**src/rtl/timer_unit.sv**
```systemverilog
// Memory-mapped cycle timer for the data bus.
// Drives the sticky TimerInterrupt level into cp0.
module timer_unit #(
    parameter logic [31:0] CYCLE_ADDR   = 32'hffff001c,
    parameter logic [31:0] ACK_ADDR     = 32'hffff006c,
    parameter logic [31:0] INIT_COMPARE = 32'hffffffff
) (
    input  logic        clock,
    input  logic        reset,
    input  logic [31:0] address,
    input  logic [31:0] data,
    input  logic        MemRead,
    input  logic        MemWrite,
    output logic [31:0] cycle,
    output logic        TimerAddress,
    output logic        TimerInterrupt
);

    logic [31:0] cycle_count;
    logic [31:0] interrupt_cycle;
    logic        int_flag;
    logic        hit_cycle;
    logic        hit_ack;
    logic        match;

    // Address decode and combinational read path
    always_comb begin
        hit_cycle    = (address == CYCLE_ADDR);
        hit_ack      = (address == ACK_ADDR);
        TimerAddress = hit_cycle | hit_ack;
        match        = (cycle_count == interrupt_cycle);
        cycle        = (MemRead && hit_cycle) ? cycle_count : 32'b0;
    end

    // Free-running counter; wraps silently
    always_ff @(posedge clock or negedge reset) begin
        if (!reset) begin
            cycle_count <= 32'b0;
        end else begin
            cycle_count <= cycle_count + 32'd1;
        end
    end

    // Compare register loaded by software writes
    always_ff @(posedge clock or negedge reset) begin
        if (!reset) begin
            interrupt_cycle <= INIT_COMPARE;
        end else if (MemWrite && hit_cycle) begin
            interrupt_cycle <= data;
        end
    end

    // Sticky interrupt; an acknowledge beats a coincident match
    always_ff @(posedge clock or negedge reset) begin
        if (!reset) begin
            int_flag <= 1'b0;
        end else if (MemWrite && hit_ack) begin
            int_flag <= 1'b0;
        end else if (match) begin
            int_flag <= 1'b1;
        end
    end

    assign TimerInterrupt = int_flag;

endmodule

```
**config.mk**
```make
export PLATFORM = sky130hd
export DESIGN_NAME = timer_unit
export DESIGN_NICKNAME = d
export VERILOG_FILES = /design/src/rtl/timer_unit.sv
export SDC_FILE = /design/constraint.sdc
export NUM_CORES = 1
export LEC_CHECK = 0
export ABC_AREA = 1
export BUFFER_PORTS_ARGS = -buffer_cell sky130_fd_sc_hd__clkbuf_2
export CAP_MARGIN = 15
export CORE_UTILIZATION = 53
export CTS_CLUSTER_SIZE = 12
export DETAILED_ROUTE_END_ITERATION = 8
export PLACE_DENSITY = 0.86
export SYNTH_ARGS = -nofsm -noshare
export SYNTH_HDL_FRONTEND = slang
export SYNTH_SLANG_ARGS = --single-unit
```
**constraint.sdc**
```tcl
create_clock -name clock -period 1.8 [get_ports clock]
set_clock_uncertainty 0.1 [all_clocks]
set_input_delay 0.09 -clock clock [delete_from_list [all_inputs] [get_ports clock]]
set_output_delay 0.09 -clock clock [all_outputs]
set_load 0.05 [all_outputs]
```
==> flow_summary.yaml <==
power:
  p_leak_nw: 2.477
  p_total_mw: 2.757
  swShare: 0.2202
  pwr-share-comb: 0.070
  cellInternalPower_mw: 2.150
  vdd_drop_max_uv: 561.3
  clock_power_share: 0.399
  powerDensity_nw_per_um2: 513.7
  p_seq_frac: 0.531
  p_sw_mw: 0.6069
synth:
  synthCells: 472
  synthArstFlopShare: 1.000
  yosys-top-cells-count: "nand2_1, inv_1, nor2_1, dfrtp_1, dfstp_2"
  syn_nets: 541
  synthFlopType: "dfrtp_1"
  yosysUniqueCellTypes: 28
  synth_top_cell_area_share: 0.2286
  synth_edf_count: 0
  ys_ff_latch: 65
  yosys_warnings: 0
  yosysMostFrequentCell: "nand2_1"
  synth_largest_area_cell: "dfstp_2"
  synth_area_um2: 3679
  syn_area_per_cell_um2: 7.793
  yosysSeqAreaShare: 0.4531
  synth.area.top_cells: "dfstp_2, dfrtp_1, nand2_1"
grt:
  grt_max_degree: 65
  track_usage: 0.2889
  grt_pass1_vias: 3578
  grt_overflow: 0
  grt_pass1_wl_mm: 16.22
  antenna_found_initial: 0
critical_path:
  crit_end: "cycle[6]"
  critPathMostFrequentCell: "buf_12"
  cp.depth: 9
  crit_buf_inv: 3
  slowest_stage: "nor2_1"
  critPathMaxStageDelay_ns: 0.27
  cpLargestDelayFamily: "simple AND/OR/NAND/NOR gates"
  criticalPathCategory: "primary input to output port"
  arrival_ns: 1.53
  r2r-end: "cycle_count[31]"
  end_kind: "output port"
  startpoint: "address[3]"
  worst_setup_path_start_kind: "primary input"
  r2r-start: "cycle_count[0]"
  crit_required_ns: 1.61
  reg2reg_slack_ns: 0.11
  path_max_fanout: 32
  reg2regPathDepth: 8
  crit_chain: "clkbuf_2 > nand2_1 > nor3_2 > nand4_1 > nor2_2 > nand3_1 > buf_12 > nor2_1 > buf_12"
worst_hold_path:
  hold_class: "primary input to flip-flop"
  hold_depth: 7
sta:
  hold_viol_final: 0
  rsz0062_at_grt: "yes"
  slew_headroom: 0.6196
  period_minus_slack_ns: 1.720
  tightestPinTransition_ns: 0.5706
  maxSlewViolCount: 0
  tns_ns: 0
  clock.fmax_ghz: 0.5815
  fin_crit_sh: 0.9554
  setup_viol: 0
finish:
  register_area_um2: 1668
  num_antenna_cells: 0
  fin_cells: 698
  drive_gt1_frac: 0.2834
  post-route-util: 0.8216
  syn2layout_area_growth_pct: 45.88
  multi_input_area_um2: 1697
  nFillCells: 398
  fin_area_um2: 5366
  fin_nets: 685
place:
  place_inst: 647
  io_buffer_count: 101
  place_area_um2: 4811
  dp_hpwl_mm: 7.112
  routabilityCongestion: 0.9172
route:
  viasPerCell: 5.021
  dr.pass1.iters: 4
  dr.first_iter.drc_count: 144
  wl_per_cell_um: 14.24
  post-route-drc-count: 0
  dr_total_vias: 3505
  routed_wl_mm: 9.939
  ant_nets: 0
floorplan:
  rows: 29
  io_pins: 102
  die_area_um2: 7278
  core-area_um2: 6531
  chipWidth_um: 85.31
  start_util: 0.5632
  fp.dieH_um: 85.31
outcome:
  outcome: "completed"
clock_tree:
  clock_latency_ns: 0.33
  cts_htree_levels: 3
  cts-root-buf: "clkbuf_8"
  clock-sinks: 65
  numCtsBuffers: 9
  tritoncts: "built"
  clkTransAtPathRegs_ns: 0.07
  clockBufferDepth: 2
run:
  maxCapViolCount: 0
## flip-flops by register name, summed over array words and instances (netlist names)
| register | flops |
|---|---|
| interrupt_cycle | 32 |
| cycle_count | 32 |
| TimerInterrupt | 1 |
## cells by family (layout without fill, tap and decap cells)
family | count (synthesis) | count (layout) | share of synthesized area
AND/OR/NAND/NOR | 228 | 228 | 0.2779
buffers and inverters | 92 | 241 | 0.09455
flip-flops | 65 | 65 | 0.4531
XOR/XNOR | 53 | 53 | 0.1262
adder cells (fa/ha/maj) | 1 | 1 | 0.003401
AO/OA/AOI/OAI | 33 | 33 | 0.04490
## final cells by class
class,instances,share of cell area
multi-input combinational,315,0.3162
clock inverter,3,0.002798
tap,77,0.01795
timing repair buffer,143,0.2653
inverter,82,0.05736
clock buffer,13,0.02961
sequential,65,0.3108
## tightest hold or removal path, cell delays in order
cell	delay, ns
clkbuf_2	0.08
nor3_2	0.04
nand2_1	0.08
nor2_1	0.04
nand2_1	0.08
nor2_1	0.05
a21oi_1	0.10
## cell usage in the layout, fill, tap and decap left out
cell type	n
a21oi_1	1
and2_1	2
and3_1	2
buf_12	35
buf_4	5
clkbuf_1	2
clkbuf_2	69
clkbuf_8	11
clkinv_2	3
dfrtp_1	32
dfrtp_2	1
dfstp_2	32
dlygate4sd3_1	34
ha_4	1
inv_1	81
inv_2	1
nand2_1	112
nand2_2	2
nand2_4	1
nand3_1	8
nand3_2	2
nand3_4	2
nand4_1	12
nor2_1	61
nor2_2	3
nor2_4	3
nor3_1	13
nor3_2	4
nor3_4	1
o21ai_0	31
o21ai_1	1
xnor2_1	23
xor2_1	30
## power by group through the flow
stage,Clock (mW),Combinational (mW),Sequential (mW)
after floorplan,0,0.0181,1.49
after global placement,0,0.128,1.49
after detailed placement,0,0.134,1.49
after CTS,1.12,0.193,1.46
after global routing,1.17,0.214,1.46
final,1.10,0.194,1.46
## repair_timing
action | CTS | global route
endpoints found under the hold margin | 49 | 0
gates resized for setup | 0 | 7
hold buffers | 34 | 0
setup endpoints to repair | 0 | 5
setup buffers | 0 | 1
## worst min path at each step
stage / start / to / slack, ns
6_report: address[1] / TimerInterrupt / 0.17
5_1_grt: reset / cycle_count[31] / 0.19
4_1_cts: address[1] / TimerInterrupt / 0.15
3_5_place_dp: reset / TimerInterrupt / -0.007
3_3_place_gp: reset / TimerInterrupt / -0.02
2_1_floorplan: reset / TimerInterrupt / -0.31
## metal layers
layer / vias to the layer above / routed length (µm) / global-route usage
li1: 1720 / - / -
met1: 1632 / 4173 / 0.3499
met2: 126 / 5040 / 0.5103
met3: 27 / 469 / 0.04572
met4: 0 / 255 / 0.1273
met5: - / 0 / 0
## stage by stage
| step | setup slack (ns) | hold WS [ns] |
|---|---|---|
| after global placement | 0.1300 | -0.01573 |
| final | 0.08026 | 0.1728 |
| after global routing | -0.004494 | 0.1918 |
| after floorplan | 0.07870 | -0.3056 |
| after detailed placement | 0.07437 | -0.006828 |
| after CTS | 0.04563 | 0.1462 |
(Power assumes the default switching activity.)
